### src/rtl/mux_scan_pkg.sv
// mux_scan_pkg: shared state type and select-width helper for the scan selector.
package mux_scan_pkg;
    typedef enum logic {MANUAL, SCAN} scan_state_t;
    function automatic int sel_width(input int n);
        return (n > 2) ? $clog2(n) : 1;
    endfunction
endpackage

### src/rtl/mux_scan_ctr.sv
// mux_scan_ctr: dwell counter plus loadable index counter with a registered wrap pulse.
module mux_scan_ctr
    import mux_scan_pkg::*;
#(
    parameter int WAYS  = 4,
    parameter int DWELL = 4,
    parameter int SEL_W = sel_width(WAYS)
) (
    input  logic             clk,
    input  logic             rst,
    input  logic             clr,
    input  logic             en,
    input  logic             ld,
    input  logic [SEL_W-1:0] ld_val,
    output logic [SEL_W-1:0] sel,
    output logic             wrap
);
    localparam int DW = sel_width(DWELL);
    localparam logic [SEL_W-1:0] LAST = SEL_W'(WAYS - 1);
    localparam logic [DW-1:0] DLAST = DW'(DWELL - 1);
    logic [DW-1:0] dwell_cnt;
    logic          step;
    assign step = en && dwell_cnt == DLAST;
    always_ff @(posedge clk) begin
        if (rst) begin
            dwell_cnt <= '0;
            sel       <= '0;
            wrap      <= 1'b0;
        end else begin
            dwell_cnt <= (clr || step) ? '0 : en ? dwell_cnt + 1'b1 : dwell_cnt;
            sel       <= ld ? ld_val : step ? (sel == LAST ? '0 : sel + 1'b1) : sel;
            wrap      <= step && sel == LAST;
        end
    end
endmodule

### src/rtl/mux_scan_nch.sv
// mux_scan_nch: registered CH-channel WAYS:1 selector, manual or dwell-scan indexed.
// Define MUX_TRISTATE_EN to float disabled Y bits instead of forcing them low.
module mux_scan_nch
    import mux_scan_pkg::*;
#(
    parameter int CH    = 2,
    parameter int WAYS  = 4,
    parameter int SEL_W = sel_width(WAYS),
    parameter int DWELL = 4
) (
    input  logic                clk,
    input  logic                rst,
    input  logic [CH*WAYS-1:0]  D,
    input  logic [CH-1:0]       G_n,
    input  logic                mode,
    input  logic [SEL_W-1:0]    sel_in,
    input  logic                load,
    output logic [CH-1:0]       Y,
    output logic [CH-1:0]       Y_oe,
    output logic [SEL_W-1:0]    cur_sel,
    output logic                wrap
);
    scan_state_t      state;
    logic [SEL_W-1:0] sel_q;
    logic [CH-1:0]    y_nxt, y_q;
    logic             scan_clr, scan_en, ld;
    // a mode request in either state pre-empts any load in the same cycle
    assign scan_clr = state == MANUAL && mode;
    assign scan_en  = state == SCAN && mode;
    assign ld       = state == MANUAL && !mode && load && int'(sel_in) < WAYS;
    mux_scan_ctr #(.WAYS(WAYS), .DWELL(DWELL), .SEL_W(SEL_W)) u_ctr (
        .clk    (clk),
        .rst    (rst),
        .clr    (scan_clr),
        .en     (scan_en),
        .ld     (ld),
        .ld_val (sel_in),
        .sel    (sel_q),
        .wrap   (wrap)
    );
    for (genvar c = 0; c < CH; c++) begin : g_ch
        logic [WAYS-1:0] ways;
        assign ways     = D[c*WAYS +: WAYS];
        assign y_nxt[c] = ways[sel_q];
    end
    always_ff @(posedge clk) begin
        if (rst) begin
            state   <= MANUAL;
            y_q     <= '0;
            Y_oe    <= '0;
            cur_sel <= '0;
        end else begin
            state   <= mode ? SCAN : MANUAL;
            y_q     <= y_nxt;
            Y_oe    <= ~G_n;
            cur_sel <= sel_q;
        end
    end
`ifdef MUX_TRISTATE_EN
    for (genvar c = 0; c < CH; c++) begin : g_tri
        assign Y[c] = Y_oe[c] ? y_q[c] : 1'bz;
    end
`else
    assign Y = y_q & Y_oe;
`endif
endmodule

### config.mk
export PLATFORM = sky130hd
export DESIGN_NAME = mux_scan_nch
export DESIGN_NICKNAME = d
export VERILOG_FILES = /design/src/rtl/mux_scan_pkg.sv /design/src/rtl/mux_scan_ctr.sv /design/src/rtl/mux_scan_nch.sv
export SDC_FILE = /design/constraint.sdc
export NUM_CORES = 1
export LEC_CHECK = 0
export BUFFER_PORTS_ARGS = -buffer_cell sky130_fd_sc_hd__buf_2
export CORE_MARGIN = 2
export CORE_UTILIZATION = 39
export CTS_CLUSTER_DIAMETER = 30
export DETAILED_ROUTE_END_ITERATION = 6
export PLACE_DENSITY = 0.8
export SLEW_MARGIN = 10
export SYNTH_ARGS = -nofsm -noshare
export SYNTH_HDL_FRONTEND = slang
export SYNTH_SLANG_ARGS = --single-unit
### constraint.sdc
create_clock -name clk -period 1.3 [get_ports clk]
set_clock_uncertainty 0.2 [all_clocks]
set_input_delay 0.195 -clock clk [delete_from_list [all_inputs] [get_ports clk]]
set_output_delay 0.195 -clock clk [all_outputs]
set_load 0.01 [all_outputs]
==> results.md, run 1 <==
Outcome:
- The run finished, with violations left.
- The final reports fail on negative setup slack.

STA:
- At the pin with the least slew margin, the transition time is between 0.2 and 0.3 ns.
- Across all setup checks in the final design, the least slack found is -0.0154 ns.
- The worst pin sits at a relative slew slack of 0.808.
- The maximum clock frequency is between 700 and 800 MHz.
- The final hold violation count is 0.
- Setup repair after global routing could not meet its margin everywhere.
- Final hold analysis gives a worst-case slack of about 0.043 ns.
- The worst path in the final design needs a cycle of 1.32 ns, including I/O delays and setup.
- In the final timing run, aggregate negative setup slack is -0.0297 ns.
- The share of the clock period used by the worst path is 1.01.
- Setup violations remaining at the end of the flow were counted as 2.
- The count of pins over their slew limit came to 0.

Logic synthesis:
- The cell type with the largest total area after synthesis is sky130_fd_sc_hd__dfxtp_1.
- Counting distinct cell types in the post-synthesis netlist gives 18.
- The netlist area before placement is roughly 510 sq um.
- The synthesized design contains 12 register bits.
- Counting every instance in the synthesized netlist gives 44.
- The share of synthesized area occupied by flip-flops and latches is 0.471.
- Averaged over all synthesized cells, the footprint is between 10 and 15 sq um.
- Counting every net in the synthesized netlist gives a little over 60.
- By count the netlist is led by sky130_fd_sc_hd__dfxtp_1, sky130_fd_sc_hd__a21oi_1, sky130_fd_sc_hd__nor2_1, sky130_fd_sc_hd__nor2b_1.
- Among all flip-flop cells after synthesis, the most frequent one is sky130_fd_sc_hd__dfxtp_1.
- The yosys synthesis warning count is 0.
- The number of enable-type register cells in the synthesized netlist is 0.
- Of all flip-flops after synthesis, the portion carrying an async set or reset was 0.
- The cell with the most instances after synthesis is sky130_fd_sc_hd__dfxtp_1.
- Sorting the synthesized cells by area gives the leading types as sky130_fd_sc_hd__dfxtp_1, sky130_fd_sc_hd__mux4_1, sky130_fd_sc_hd__nor2b_4, sky130_fd_sc_hd__ha_1, sky130_fd_sc_hd__o221a_1.
- The share of the synthesized area in the top cell type is 0.471.

Worst setup path:
- The reg-to-reg endpoint is u_ctr.sel[1].
- In this run the critical register-to-register path is launched from u_ctr.sel[0].
- The critical path starts at u_ctr.sel[0].
- The setup check on the worst reg-to-reg path leaves a slack of -0.02 ns.
- Measured in cells, the most critical reg-to-reg path has a length of 3.
- STA puts the critical path data required time at roughly 1.3 ns.
- The type of the setup path with the least slack is reg -> reg.
- The arrival time of the worst setup path is between 1 and 1.5 ns.
- STA classifies the critical path endpoint as a flip-flop.
- Along the worst path, the maximum fanout reaches 4.
- The destination of the critical timing path is u_ctr.sel[1].
- The worst setup path is launched from a flip-flop.

Floorplan:
- The total number of placement rows is 13.
- The core region area is around 1300 sq um.
- The number of ports placed on the die boundary is 23.
- The die covers between 1500 and 2000 sq um.
- The die extent in x is 40.2 um.
- For this configuration, the core starts out at a cell density of 0.402.
- The overall die height is ~40 um.

Global route:
- The overall overflow remaining after global route is 0.
- Entering global routing, the biggest net connects 13 pins.
- The number of global-route vias before repair is between 300 and 400.
- The number of antenna violations at the first check in global routing is 0.
- The first global-routing pass estimated ~1.4 mm of wire.
- The total routing usage reported by global routing is 0.148.

Layout:
- 0 antenna diodes ended up in the layout.
- The area growth from synthesis to layout is 34.1%.
- The number of nets in the finished design is 91.
- In the final layout, the share of cells above drive strength 1 is 0.493.
- The number of standard cells in the layout, taps in and fillers out is 86.

Placed design:
- The number of placed instances, taps included, is 81.
- The weighted congestion at the end of routability-driven global placement is ~0.67.
- Prior to clock tree synthesis, the placed netlist has a worst setup slack of -0.0603 ns.
- During placement, the flow inserted port buffers numbering 22.
- The half-perimeter wire length of the detailed placement result is 724 um.

CTS:
- The number of clock buffers added by TritonCTS is 3.
- CTS built an H-tree with a depth of 1.
- The post-CTS clock slew at the launch and capture registers of the worst setup and hold paths is 0.07 ns.
- The clock latency reported for the late side of the worst-skew pair is between 0.2 and 0.3 ns.
- The buffer depth of the longest clock path is 2.
- TritonCTS built the clock tree.
- The cell sitting at the root of the clock tree is a sky130_fd_sc_hd__clkbuf_4.
- The sink count of the clock tree is 12.

Pwr:
- The power after layout is slightly above 700 uW.
- The combinational group share of total power is 0.140.
- The analysis attributes to net switching a power of around 170 uW.
- The worst-case IR drop observed on VDD is a little under 700 uV.
- Summed over all cells, the static leakage comes to between 0.0003 and 0.0004 uW.
- The fraction of power consumed by sequential logic is 0.549.
- The share of total power dissipated in the clock network is 0.312.
- In this run the power density over the cells is ~1100 nW/um^2.
- The internal portion of the total power is between 500 and 600 uW.
- The switching share of power is 0.231.

Drt:
- The total iterations of the first detailed-routing run is 2.
- The via count is between 400 and 500.
- In the routed layout, each cell is associated on average with a via count of around 4.8.
- Summed over all layers, the routed wires come to ~960 um.
- For this block, the initial DRC count from the detailed router was 8.
- In the routed design, unresolved DRC markers number 0.
- The number of nets with antenna violations after detailed routing is 0.
- The detailed-route wire length per cell is between 10 and 15 um.

Worst hold path:
- The class of the worst hold path is in -> reg.

Run:
- The max-capacitance violation count is 0.
cell families (layout without fill, tap and decap cells):
logic type	count (synthesis)	count (layout)	share of synthesized area
adder cells (fa/ha/maj)	2	2	0.0490
AND/OR/NAND/NOR	18	18	0.252
buffers and inverters	3	30	0.0245
multiplexers	2	2	0.103
AO/OA/AOI/OAI	7	7	0.100
flip-flops	12	12	0.471
placed cells by master, fill, tap and decap left out:
cell                            count
sky130_fd_sc_hd__ha_1               1
sky130_fd_sc_hd__nand2b_1           2
sky130_fd_sc_hd__o221a_1            2
sky130_fd_sc_hd__nor2_1             3
sky130_fd_sc_hd__nor3b_2            1
sky130_fd_sc_hd__dlygate4sd3_1      2
sky130_fd_sc_hd__dfxtp_2            1
sky130_fd_sc_hd__nor2b_2            1
sky130_fd_sc_hd__nand3b_1           1
sky130_fd_sc_hd__ha_2               1
sky130_fd_sc_hd__nand3_1            2
sky130_fd_sc_hd__buf_2             22
sky130_fd_sc_hd__clkbuf_4           3
sky130_fd_sc_hd__a21oi_1            4
sky130_fd_sc_hd__a31o_1             1
sky130_fd_sc_hd__inv_1              2
sky130_fd_sc_hd__dfxtp_1           10
sky130_fd_sc_hd__and2_1             2
sky130_fd_sc_hd__nor2b_4            2
sky130_fd_sc_hd__nor3b_1            1
sky130_fd_sc_hd__nor2b_1            3
sky130_fd_sc_hd__dfxtp_4            1
sky130_fd_sc_hd__mux4_2             2
sky130_fd_sc_hd__buf_4              1
critical path, stage by stage (launching register included):
cell and delay (ns):
sky130_fd_sc_hd__dfxtp_4 0.36, sky130_fd_sc_hd__buf_4 0.14, sky130_fd_sc_hd__ha_1 0.28, sky130_fd_sc_hd__o221a_1 0.24
flip-flops by register name, summed over array words and instances (netlist names):
register / cells
cur_sel: 2
u_ctr.dwell_cnt: 2
y_q: 2
Y_oe: 2
state: 1
u_ctr.wrap: 1
u_ctr.sel: 2
area by class of cell:
class                   count  area [sq um]
repair buffers             25           138
multi-input cells          29           253
clock buffers               3          22.5
well taps                  15          18.8
flip-flops and latches     12           245
fillers                   125           584
inverters                   2          7.51
routing by layer:
| metal | share of wire | vias up | global-route usage |
|---|---|---|---|
| li1 | - | 208 | - |
| met1 | 0.43 | 179 | 0.142 |
| met2 | 0.44 | 21 | 0.238 |
| met3 | 0.11 | 4 | 0.0833 |
| met4 | 0.019 | 0 | 0.100 |
| met5 | 0 | - | 0 |
power by group through the flow:
stage / combinational [uW] / clock [uW] / sequential [uW]
6_report: 101 / 225 / 396
5_1_grt: 111 / 244 / 399
4_1_cts: 102 / 233 / 396
3_5_place_dp: 94.8 / 0 / 405
3_3_place_gp: 92.5 / 0 / 404
2_1_floorplan: 51.6 / 0 / 406
repair_timing:
action                                  in CTS  in global routing
setup buffers                                0                  0
pin swaps                                    1                  1
endpoints found under the setup margin       4                  4
resized for setup                            4                  1
endpoints found under the hold margin        2                  0
hold buffers                                 2                  0
through the flow:
| step | cell area [sq um] | util |
|---|---|---|
| floorplan | 512 | - |
| global placement | 643 | 0.507 |
| CTS | 683 | 0.538 |
| finish | 684 | 0.539 |
| global route | 684 | 0.539 |
| detailed placement | 643 | 0.507 |
how the worst min path moves through the flow:
stage           start            endpoint  slack, ns  cells past startpoint
2_1_floorplan  G_n[0]             Y_oe[0]       0.07                      1
3_3_place_gp   G_n[0]             Y_oe[0]       0.15                      2
3_5_place_dp   G_n[1]             Y_oe[1]       0.15                      2
4_1_cts          mode  u_ctr.dwell_cnt[0]       0.05                      3
5_1_grt          mode  u_ctr.dwell_cnt[0]       0.05                      3
6_report         mode  u_ctr.dwell_cnt[0]       0.04                      3
Power figures use the tool's default switching activity.
==> run 2, diff against run 1 <==
--- a/config.mk
+++ b/config.mk
@@ -6,7 +6,6 @@
 export NUM_CORES = 1
 export LEC_CHECK = 0
 export BUFFER_PORTS_ARGS = -buffer_cell sky130_fd_sc_hd__buf_2
-export CORE_MARGIN = 2
 export CORE_UTILIZATION = 39
 export CTS_CLUSTER_DIAMETER = 30
 export DETAILED_ROUTE_END_ITERATION = 6
==> run 2 against run 1 <==
Effect of this change: the run still ends with negative setup slack left; global-route usage rose by 2.3 points; first-iteration DRC count shrank 25%; critical path depth is 1 lower; largest power group unchanged; utilization rose by 7.7 points; count of clock-buffer cells in the layout up 1; critical path type unchanged; non-clock buffer count did not move; power up 11%; register-to-register slack about the same; die area down 9.7%; cell count stayed put; sequential cell count did not move.
==> results.md, run 2 (synthesized netlist as in run 1, its figures left out) <==
Worst setup path:
- In this run the critical register-to-register path is launched from u_ctr.sel[0].
- The slack of the worst reg-to-reg path is -0.02 ns (about the same).
- The worst setup path is captured at a flip-flop.
- In this run the worst setup path terminates at y_q[0].
- The reg-to-reg endpoint is y_q[0].
- The type of the setup path with the least slack is reg -> reg.
- The arrival time of the worst setup path is 1.28 ns (about the same).
- The highest fanout seen on the critical path is 3 (-1).
- The path depth of the worst reg2reg path is 2 (-1).
- Tracing the worst setup path back leads to its startpoint at u_ctr.sel[0].
- The data required time of the critical path is 1.26 ns (about the same).
- The kind of launch point of the worst setup path is a flip-flop.

Drt:
- The total wire length after detailed routing is 971 um (+0.83%).
- The post-route DRC violation count is 0 (unchanged).
- The detailed-route wire length per cell is 11.3 um (+0.83%).
- The detailed router's first-iteration violation count is 6 (-2).
- The vias per cell came to 4.92 (+2.7%).
- The number of nets with antenna violations after detailed routing is 0 (unchanged).
- The total iterations of the first detailed-routing run was 3 (+1).
- The via count is 423 (+2.7%).

Pwr:
- The internal cell power is 621 uW (+12%).
- The power after layout is 798 uW (+11%).
- The switching share of power came to 0.222 (-0.00861).
- The fraction of power consumed by sequential logic was 0.498 (-0.051).
- The power density of the placed cells is 1120 nW/um^2 (+6.1%).
- The static leakage is 0.000325 uW (+1.9%).
- The combinational group share of total power was 0.133 (-0.007).
- The worst voltage drop across the vdd grid is 867 uV (+27%).
- The switching component of the power was 177 uW (+6.5%).
- The share of total power in the clock network is 0.370 (+0.058).

Placed design:
- The weighted congestion at the end of routability-driven global placement is 0.674 (+1.2%).
- The setup slack at placement is -0.0551 ns (+0.00516 ns).
- The half-perimeter wire length of the detailed placement result is 690 um (-4.6%).
- The count of placed standard cells including taps is 80 (-1.2%).
- The number of buffers added on ports is 22 (unchanged).

Floorplan:
- The total number of placement rows is 12 (-1).
- The effective utilization at floorplan is 0.442 (+0.0392).
- The die area came to 1460 sq um (-9.7%).
- The number of ports placed on the die boundary is 23 (unchanged).
- The die extent in x is 38.2 um (-5.0%).
- The core region area was 1160 sq um (-8.9%).
- The overall die height is 38.2 um (-5.0%).

Run:
- The max-capacitance violation count is 0 (unchanged).

Layout:
- The post-route core utilization was 0.617 (+0.0774).
- The number of nets in the finished design came to 91 (unchanged).
- The most common cell after layout, fill and taps aside is sky130_fd_sc_hd__buf_2.
- The number of standard cells in the layout, taps in and fillers out is 86 (unchanged).
- The fraction of layout cells with a size suffix above 1 was 0.514 (+0.0209).
- The number of filler instances in the final layout is 90 (-28%).
- From synthesis to final layout, the design area changed by 39.7%.
- The top cell types in the final layout, fill and taps aside, are sky130_fd_sc_hd__buf_2, sky130_fd_sc_hd__dfxtp_1, sky130_fd_sc_hd__a21oi_1.
- The count of antenna diodes in the layout is 0 (unchanged).

CTS:
- The post-CTS clock slew at the launch and capture registers of the worst setup and hold paths is 0.08 ns (about the same).
- The sink count of the clock tree came to 12 (unchanged).
- The buffer depth of the longest clock path is 2 (unchanged).
- The CTS buffer count is 3 (unchanged).
- TritonCTS built the clock tree.
- The clock root buffer is sky130_fd_sc_hd__clkbuf_4.
- The deepest level of the CTS H-tree was 1 (unchanged).
- The clock latency reported for the late side of the worst-skew pair is 0.27 ns (about the same).

STA:
- The worst-margin pin slew is 0.282 ns (-0.00636 ns).
- The maximum clock frequency came to 757 MHz (-0.41%).
- The relative slew slack was 0.812 (+0.00424).
- The share of the clock period used by the worst path is 1.02 (+0.00412).
- The final hold violation count is 0 (unchanged).
- Setup repair after global routing could not meet its margin everywhere.
- The count of pins over their slew limit is 0 (unchanged).
- The final worst setup slack is -0.0207 ns (-0.00536 ns).
- The total of endpoints with negative setup slack in the final report came to 2 (unchanged).
- The post-layout minimum cycle time is 1.32 ns (+0.00536 ns).

Outcome:
- The final reports fail on negative setup slack.
- The flow ran to the end, but the final reports show violations.

Global route:
- The number of antenna violations at the first check in global routing was 0 (unchanged).
- The number of global-route vias before repair was 380 (+6.4%).
- The maximum number of pins on one net before global-route repair was 13 (unchanged).
- The wire length of the first global-routing pass is 1.62 mm (+13%).
- The total routing usage reported by global routing is 0.171 (+0.0231).
- The overall overflow remaining after global route is 0 (unchanged).

Worst hold path:
- The class of the worst hold path is in -> reg.
- The startpoint identified for the worst hold timing path is sel_in[0].
[run 2: power groups by stage]
stage / clock, uW / sequential, uW / combinational, uW
2_1_floorplan: 0 / 406 / 51.6
3_3_place_gp: 0 / 403 / 92.4
3_5_place_dp: 0 / 405 / 95.6
4_1_cts: 310 / 397 / 106
5_1_grt: 328 / 399 / 117
6_report: 295 / 397 / 106
[run 2: how the worst min path moves through the flow]
stage                   endpoint  cells past startpoint
floorplan                Y_oe[0]                      1
finish              u_ctr.sel[0]                      4
global placement         Y_oe[0]                      2
global route               state                      2
detailed placement       Y_oe[0]                      2
CTS                        state                      2
[run 2: per-layer routing]
layer | track usage | wire length [um]
met4 | 0.0536 | 4
met2 | 0.271 | 499
met5 | 0 | 0
met1 | 0.197 | 401
met3 | 0.0872 | 66
[run 2: stage by stage]
stage	cell area [sq um]	hold WS [ns]	TNS, ns
after floorplan	512	0.0674	-0.0704
after global placement	642	0.153	-0.0428
after detailed placement	642	0.154	-0.152
after CTS	712	0.0319	-0.0433
after global routing	713	0.0472	-0.0867
final	713	0.0473	-0.0413
[run 2: area by class of cell]
class	count	area [sq um]	share of cell area
repair buffers	25	141	0.198
flip-flops and latches	12	245	0.344
clock buffers	4	36.3	0.0509
well taps	14	17.5	0.0246
multi-input cells	29	265	0.372
inverters	2	7.51	0.0105
[run 2: worst max-delay path: stages, from the launching register on]
cell                      delay, ns
sky130_fd_sc_hd__dfxtp_4       0.37
sky130_fd_sc_hd__mux4_2        0.50
sky130_fd_sc_hd__nor2b_4       0.14
[run 2: repair_timing]
item,in CTS,in global routing
pin swaps,1,1
resized for setup,6,1
endpoints found under the hold margin,2,0
setup endpoints to repair,4,4
setup buffers,0,0
hold buffers,2,0
